### config.mk
export PLATFORM = sky130hd
export DESIGN_NAME = uart_responder
export DESIGN_NICKNAME = d
export VERILOG_FILES = /design/src/rtl/uart_pkg.sv /design/src/rtl/uart_tx_fifo.sv /design/src/rtl/uart_responder.sv
export SDC_FILE = /design/constraint.sdc
export NUM_CORES = 1
export LEC_CHECK = 0
export BUFFER_PORTS_ARGS = -buffer_cell sky130_fd_sc_hd__buf_2
export CAP_MARGIN = 0
export CORE_MARGIN = 2
export CORE_UTILIZATION = 40
export CTS_CLUSTER_DIAMETER = 80
export CTS_CLUSTER_SIZE = 16
export DETAILED_ROUTE_END_ITERATION = 10
export PLACE_DENSITY_LB_ADDON = 0.05
export SLEW_MARGIN = 10
export SYNTH_ARGS = -nofsm -noshare
export SYNTH_HDL_FRONTEND = slang
export SYNTH_SLANG_ARGS = --single-unit
### constraint.sdc
create_clock -name clk -period 1.7 [get_ports clk]
set_input_delay 0.17 -clock clk [delete_from_list [all_inputs] [get_ports clk]]
set_output_delay 0.17 -clock clk [all_outputs]
set_load 0.01 [all_outputs]
### src/rtl/uart_pkg.sv
// Shared types and constants for the CPU-facing UART responder.
package uart_pkg;

  localparam int UART_DATA_BITS = 8;

  // Control-bus device codes decoded by the CPU for this port.
  localparam logic [3:0] DEV_UART_TARGET = 4'h6;
  localparam logic [3:0] DEV_UART_ASRC   = 4'h9;

  typedef enum logic [1:0] {
    IDLE  = 2'd0,
    START = 2'd1,
    DATA  = 2'd2,
    STOP  = 2'd3
  } tx_state_t;

  typedef enum logic [1:0] {
    RIDLE  = 2'd0,
    RSTART = 2'd1,
    RDATA  = 2'd2,
    RSTOP  = 2'd3
  } rx_state_t;

endpackage

### src/rtl/uart_tx_fifo.sv
// Synchronous transmit FIFO; wrap-bit pointers distinguish full from empty.
module uart_tx_fifo #(
  parameter int DEPTH = 4,
  parameter int WIDTH = 8
) (
  input  logic             clk,
  input  logic             mr,
  input  logic             i_push,
  input  logic [WIDTH-1:0] i_din,
  input  logic             i_pop,
  output logic [WIDTH-1:0] o_dout,
  output logic             o_full,
  output logic             o_empty
);

  localparam int AW = $clog2(DEPTH);

  logic [AW:0]      r_wr_ptr;
  logic [AW:0]      r_rd_ptr;
  logic [WIDTH-1:0] r_mem [DEPTH];
  logic             w_pop;
  logic             w_push;

  assign o_empty = (r_wr_ptr == r_rd_ptr);
  assign o_full  = (r_wr_ptr[AW] != r_rd_ptr[AW]) &&
                   (r_wr_ptr[AW-1:0] == r_rd_ptr[AW-1:0]);

  // A push into a full FIFO is only legal when the head leaves on the same edge.
  assign w_pop  = i_pop && !o_empty;
  assign w_push = i_push && (!o_full || w_pop);

  always_ff @(posedge clk or posedge mr) begin
    if (mr) begin
      r_wr_ptr <= '0;
      r_rd_ptr <= '0;
    end else begin
      if (w_push) r_wr_ptr <= r_wr_ptr + (AW+1)'(1);
      if (w_pop)  r_rd_ptr <= r_rd_ptr + (AW+1)'(1);
    end
  end

  // NOTE: storage has no reset; the pointers alone define which entries are valid.
  always_ff @(posedge clk) begin
    if (w_push) r_mem[r_wr_ptr[AW-1:0]] <= i_din;
  end

  assign o_dout = r_mem[r_rd_ptr[AW-1:0]];

endmodule

### src/rtl/uart_responder.sv
// Device-side CPU UART port: buffered 8N1 transmitter and single-byte receive
// holding register with the _flag_do/_flag_di status lines the CPU polls.
module uart_responder
  import uart_pkg::*;
#(
  parameter int CLKS_PER_BIT = 16,
  parameter int TX_DEPTH     = 4
) (
  input  logic       clk,
  input  logic       mr,
  input  logic       _uart_in,
  input  logic [7:0] uart_wdata,
  input  logic       _uart_out,
  output logic [7:0] uart_rdata,
  output logic       _flag_do,
  output logic       _flag_di,
  output logic       rx_ovr,
  output logic       rx_ferr,
  output logic       txd,
  input  logic       rxd
);

  localparam int                BAUD_W    = $clog2(CLKS_PER_BIT);
  localparam logic [BAUD_W-1:0] BAUD_LAST = BAUD_W'(CLKS_PER_BIT - 1);
  localparam logic [BAUD_W-1:0] BAUD_HALF = BAUD_W'(CLKS_PER_BIT / 2 - 1);
  localparam logic [2:0]        BIT_LAST  = 3'(UART_DATA_BITS - 1);

  logic                      w_fifo_full;
  logic                      w_fifo_empty;
  logic [UART_DATA_BITS-1:0] w_fifo_dout;
  logic                      w_tx_pop;
  logic                      w_tx_bit_end;

  tx_state_t                 r_tx_state;
  logic [BAUD_W-1:0]         r_tx_baud;
  logic [2:0]                r_tx_bit;
  logic [UART_DATA_BITS-1:0] r_tx_shift;
  logic                      r_txd;

  uart_tx_fifo #(
    .DEPTH (TX_DEPTH),
    .WIDTH (UART_DATA_BITS)
  ) u_tx_fifo (
    .clk     (clk),
    .mr      (mr),
    .i_push  (!_uart_in),
    .i_din   (uart_wdata),
    .i_pop   (w_tx_pop),
    .o_dout  (w_fifo_dout),
    .o_full  (w_fifo_full),
    .o_empty (w_fifo_empty)
  );

  assign w_tx_bit_end = (r_tx_state != IDLE) && (r_tx_baud == BAUD_LAST);
  assign w_tx_pop     = !w_fifo_empty &&
                        ((r_tx_state == IDLE) || ((r_tx_state == STOP) && w_tx_bit_end));

  // NOTE: sequential state uses <= so every flop sees pre-edge values regardless of statement order.
  always_ff @(posedge clk or posedge mr) begin
    if (mr) begin
      r_tx_state <= IDLE;
      r_tx_baud  <= '0;
      r_tx_bit   <= '0;
      r_tx_shift <= '0;
      r_txd      <= 1'b1;
    end else begin
      if ((r_tx_state == IDLE) || w_tx_bit_end) r_tx_baud <= '0;
      else                                      r_tx_baud <= r_tx_baud + 1'b1;

      case (r_tx_state)
        IDLE: if (w_tx_pop) begin
          r_tx_state <= START;
          r_tx_shift <= w_fifo_dout;
          r_txd      <= 1'b0;
        end
        START: if (w_tx_bit_end) begin
          r_tx_state <= DATA;
          r_txd      <= r_tx_shift[0];
          r_tx_shift <= r_tx_shift >> 1;
          r_tx_bit   <= '0;
        end
        DATA: if (w_tx_bit_end) begin
          if (r_tx_bit == BIT_LAST) begin
            r_tx_state <= STOP;
            r_txd      <= 1'b1;
          end else begin
            r_txd      <= r_tx_shift[0];
            r_tx_shift <= r_tx_shift >> 1;
            r_tx_bit   <= r_tx_bit + 1'b1;
          end
        end
        STOP: if (w_tx_bit_end) begin
          // Chain straight into the next start bit so queued frames leave back-to-back.
          if (w_tx_pop) begin
            r_tx_state <= START;
            r_tx_shift <= w_fifo_dout;
            r_txd      <= 1'b0;
          end else begin
            r_tx_state <= IDLE;
          end
        end
        default: r_tx_state <= IDLE;
      endcase
    end
  end

  logic                      r_rx_s1;
  logic                      r_rx_s2;
  logic                      r_rx_s3;
  rx_state_t                 r_rx_state;
  logic [BAUD_W-1:0]         r_rx_baud;
  logic [2:0]                r_rx_bit;
  logic [UART_DATA_BITS-1:0] r_rx_shift;
  logic [UART_DATA_BITS-1:0] r_rdata;
  logic                      r_flag_di;
  logic                      r_rx_ovr;
  logic                      r_rx_ferr;
  logic                      w_rx_fall;
  logic                      w_rx_tick;
  logic                      w_rx_read;

  // r_rx_s3 is the previous synchronised level, used only for edge detection.
  assign w_rx_fall = r_rx_s3 && !r_rx_s2;
  assign w_rx_read = !_uart_out && !r_flag_di;
  assign w_rx_tick = ((r_rx_state == RSTART) && (r_rx_baud == BAUD_HALF)) ||
                     (((r_rx_state == RDATA) || (r_rx_state == RSTOP)) && (r_rx_baud == BAUD_LAST));

  always_ff @(posedge clk or posedge mr) begin
    if (mr) begin
      r_rx_s1    <= 1'b1;
      r_rx_s2    <= 1'b1;
      r_rx_s3    <= 1'b1;
      r_rx_state <= RIDLE;
      r_rx_baud  <= '0;
      r_rx_bit   <= '0;
      r_rx_shift <= '0;
      r_rdata    <= '0;
      r_flag_di  <= 1'b1;
      r_rx_ovr   <= 1'b0;
      r_rx_ferr  <= 1'b0;
    end else begin
      r_rx_s1 <= rxd;
      r_rx_s2 <= r_rx_s1;
      r_rx_s3 <= r_rx_s2;

      if ((r_rx_state == RIDLE) || w_rx_tick) r_rx_baud <= '0;
      else                                    r_rx_baud <= r_rx_baud + 1'b1;

      // A read clears first; a commit or error on the same edge overrides below.
      if (w_rx_read) begin
        r_flag_di <= 1'b1;
        r_rx_ovr  <= 1'b0;
        r_rx_ferr <= 1'b0;
      end

      case (r_rx_state)
        RIDLE: if (w_rx_fall) r_rx_state <= RSTART;
        RSTART: if (w_rx_tick) begin
          if (r_rx_s2) begin
            r_rx_state <= RIDLE;
          end else begin
            r_rx_state <= RDATA;
            r_rx_bit   <= '0;
          end
        end
        RDATA: if (w_rx_tick) begin
          r_rx_shift <= {r_rx_s2, r_rx_shift[UART_DATA_BITS-1:1]};
          if (r_rx_bit == BIT_LAST) r_rx_state <= RSTOP;
          else                      r_rx_bit   <= r_rx_bit + 1'b1;
        end
        RSTOP: if (w_rx_tick) begin
          r_rx_state <= RIDLE;
          if (!r_rx_s2) begin
            r_rx_ferr <= 1'b1;
          end else if (r_flag_di || w_rx_read) begin
            r_rdata   <= r_rx_shift;
            r_flag_di <= 1'b0;
          end else begin
            r_rx_ovr  <= 1'b1;
          end
        end
        default: r_rx_state <= RIDLE;
      endcase
    end
  end

  assign txd        = r_txd;
  assign _flag_do   = w_fifo_full;
  assign _flag_di   = r_flag_di;
  assign uart_rdata = r_rdata;
  assign rx_ovr     = r_rx_ovr;
  assign rx_ferr    = r_rx_ferr;

endmodule
==> metrics.csv <==
metric,value,unit
I/O Pins,26,
final std cells w/o fill,469,
layout cells sized above 1,0.485,
Power Density,1760,nW/um2
final wirelength,6460,um
WL per Instance,13.8,um
Syn Std Cell Area,3940,um2
post-synthesis sequential area ratio,0.595,
worst reg-to-reg setup slack,-0.17,ns
via count of the first global-routing pass,2195,
CTS sink cnt,87,
"Hold Vio Cnt, Final",0,
Rel. slew slack,0.751,
router iterations before antenna repair,4,
GRT overflow,0,
die width,103,um
hold depth,1,
minimum clock period,1.87,ns
Vias/cell,4.70,
vias,2203,
Skew-Pair Late Insertion Delay,0.36,ns
ys async rst share,0.632,
Tcrit/Tclk final,1.10,
Placed Cells,444,
Mean Syn Cell Area,15.4,um2
DP HPWL,4490,um
crit path DAT,2.10,ns
required time worst endpoint,1.93,ns
Setup Viol. Count Final,44,
Residual DRC,0,
Rows,36,
CTS H-tree depth,3,
Fmax,0.534,GHz
Worst IR Drop VDD,0.000906,V
clk root buf,clkbuf_8,
hold path endpoint,u_tx_fifo.r_mem[2][3],
crit end category,flop,
Startpoint Class,flop,
Post-synth top flop,dfrtp_1,
CTS max path bufs,2,
post-route ant nets,0,
hold_sp,uart_wdata[3],
pin count of the biggest net entering global routing,40,
Synth warnings,0,
routability cong.,0.712,
initial core utilization,0.407,
port bufs,25,
Fin Clk Skew,0.0188,ns
post-synthesis cell count,256,
Seq cells post-synth,87,
Place WS,-0.138,ns
failing checks,negative setup slack,
reg2reg path depth,7,
worst-margin pin slew,0.373,ns
"EDFF count, synth",32,
max capacitance violation total,0,
Setup Total Neg Slack,-2.75,ns
outcome,finished with violations,
die area,10700,um2
reg2reg start,r_tx_state[1],
reg2reg end,r_tx_shift[7],
Initial DRC Count,75,
"critical path fanouts, max",8,
first-pass GRT wire length,10600,um
hold crit path type,in -> reg,
leakage,2.16,nW
Die Y,103,um
Inserted Diodes,0,
"Distinct cells, synth",52,
CTS tree,yes,
Tot GR Track Use,0.132,
RSZ-0062 raised after global routing,yes,
CORE AREA,9680,um2
"Reg clk slew, reported paths",0.09,ns
post-route setup slack,-0.174,ns
post-layout util,0.510,
Pins Over Slew Limit,0,
cts bufs inserted,9,
Setup CP Type,reg -> reg,
initial antenna violation count,0,
nets,360,
syn nets,285,
area grow syn2layout,25.5,%
## area by class of cell
class | count | area (um2)
clock buffer | 10 | 138
clock inverter | 6 | 73.8
fill | 845 | 4740
inverter | 10 | 37.5
multi-input combinational | 152 | 1640
sequential | 87 | 2340
tap | 133 | 166
timing repair buffer | 71 | 547
## registers in the layout (all words and copies together) (netlist names), named ones only
signal,count
u_tx_fifo.r_wr_ptr,3
r_rx_s3,1
r_rx_baud,4
u_tx_fifo.r_rd_ptr,3
r_tx_bit,3
r_rx_s1,1
r_rx_shift,8
r_rx_s2,1
r_tx_shift,8
r_tx_baud,4
r_rx_bit,3
_flag_di,1
rx_ferr,1
r_tx_state,2
txd,1
u_tx_fifo.r_mem,32
r_rx_state,1
uart_rdata,8
## worst max path at each step
stage	startpoint	end	slack (ns)	cells past startpoint
finish	r_tx_state[1]	r_tx_shift[7]	-0.17	7
global route	r_tx_state[1]	r_tx_shift[0]	-0.22	7
CTS	r_tx_state[1]	r_tx_shift[0]	-0.16	6
detailed placement	r_tx_state[1]	r_tx_shift[7]	-0.14	6
global placement	r_tx_state[1]	r_tx_state[1]	-0.12	6
floorplan	r_tx_state[1]	r_tx_shift[0]	-0.06	6
## metrics by stage
stage | power (mW) | hold WS (ns) | instance area (um2)
floorplan | 5.73 | 0.174 | 3980
global placement | 6.81 | 0.175 | 4530
detailed placement | 6.86 | 0.174 | 4530
CTS | 8.45 | 0.0173 | 4790
global route | 9.29 | 0.0171 | 4940
finish | 8.70 | 0.0347 | 4940
## routing by layer
metal	GRT usage	vias to the layer above	part of all wire
met1	0.167	1090	0.47
met2	0.219	22	0.49
met3	0.0383	5	0.025
li1	-	1086	-
met5	0	-	0
met4	0.0455	0	0.011
## Yosys cell counts (2+ instances only)
cell,instances,area (um2)
a21oi_1,6,30.0
mux4_2,7,158
nand2_1,8,30.0
and2_1,5,31.3
nand4b_1,2,17.5
xnor2_1,4,35.0
dfrtp_1,50,1250
xnor2_4,2,55.1
a41oi_2,2,32.5
nor3_1,2,10.0
buf_6,2,22.5
xor2_1,4,35.0
edfxtp_1,32,961
o21ai_0,9,45.0
mux2_4,11,165
nor2_1,12,45.0
ha_1,16,200
nand3_1,3,15.0
nand2b_1,2,12.5
buf_2,3,15.0
dfstp_2,5,131
nor2b_1,3,18.8
mux2_2,23,259
inv_1,10,37.5
nand4_1,2,12.5
a22o_1,2,17.5
mux2_1,4,45.0
## cells in the final DEF (no fill, tap or decap), types with 3 or more instances in the layout
cell type  Yosys  final
clkbuf_8       0     10
and2_4         0      4
nand3_1        3      3
ha_1          16     11
inv_1         10      7
nand2_1        8      7
buf_12         0      4
mux2_4        11     19
dfrtp_1       50     49
buf_4          1     36
a21oi_1        6      5
buf_6          2      5
edfxtp_1      32     32
buf_2          3     24
inv_2          0      3
xnor2_1        4      4
mux2_1         4      4
nor2_1        12     12
mux4_2         7      7
dfstp_2        5      5
ha_2           0      3
inv_6          0      3
nor2b_1        3      3
o21ai_0        9      8
mux2_2        23     15
xor2_1         4      4
## critical path, stage by stage, from the launching register on
cell      delay [ns]
dfrtp_2         0.45
ha_4            0.17
buf_6           0.11
or3_4           0.41
nand2_4         0.08
o211ai_4        0.08
buf_12          0.15
mux2_4          0.29
## cells by family after synthesis
kind of cell    share of synthesized area
compound gates                     0.0623
xor+xnor                           0.0359
fa+ha+maj                          0.0508
buf+inv                            0.0222
flops                               0.595
mux                                 0.166
simple gates                       0.0677
## report_power, final
group | leakage [nW] | internal [mW] | switching (mW)
Combinational | 1.06 | 2.41 | 1.72
Sequential | 0.991 | 2.73 | 0.328
Clock | 0.108 | 0.741 | 0.769
## repair_timing
action / CTS / global route
pin swaps: 3 / 12
hold buffers: 2 / 0
setup endpoints to repair: 47 / 61
endpoints found under the hold margin: 15 / 0
buffers inserted: 1 / 6
resized for setup: 8 / 23
Power figures use the tool's default switching activity.
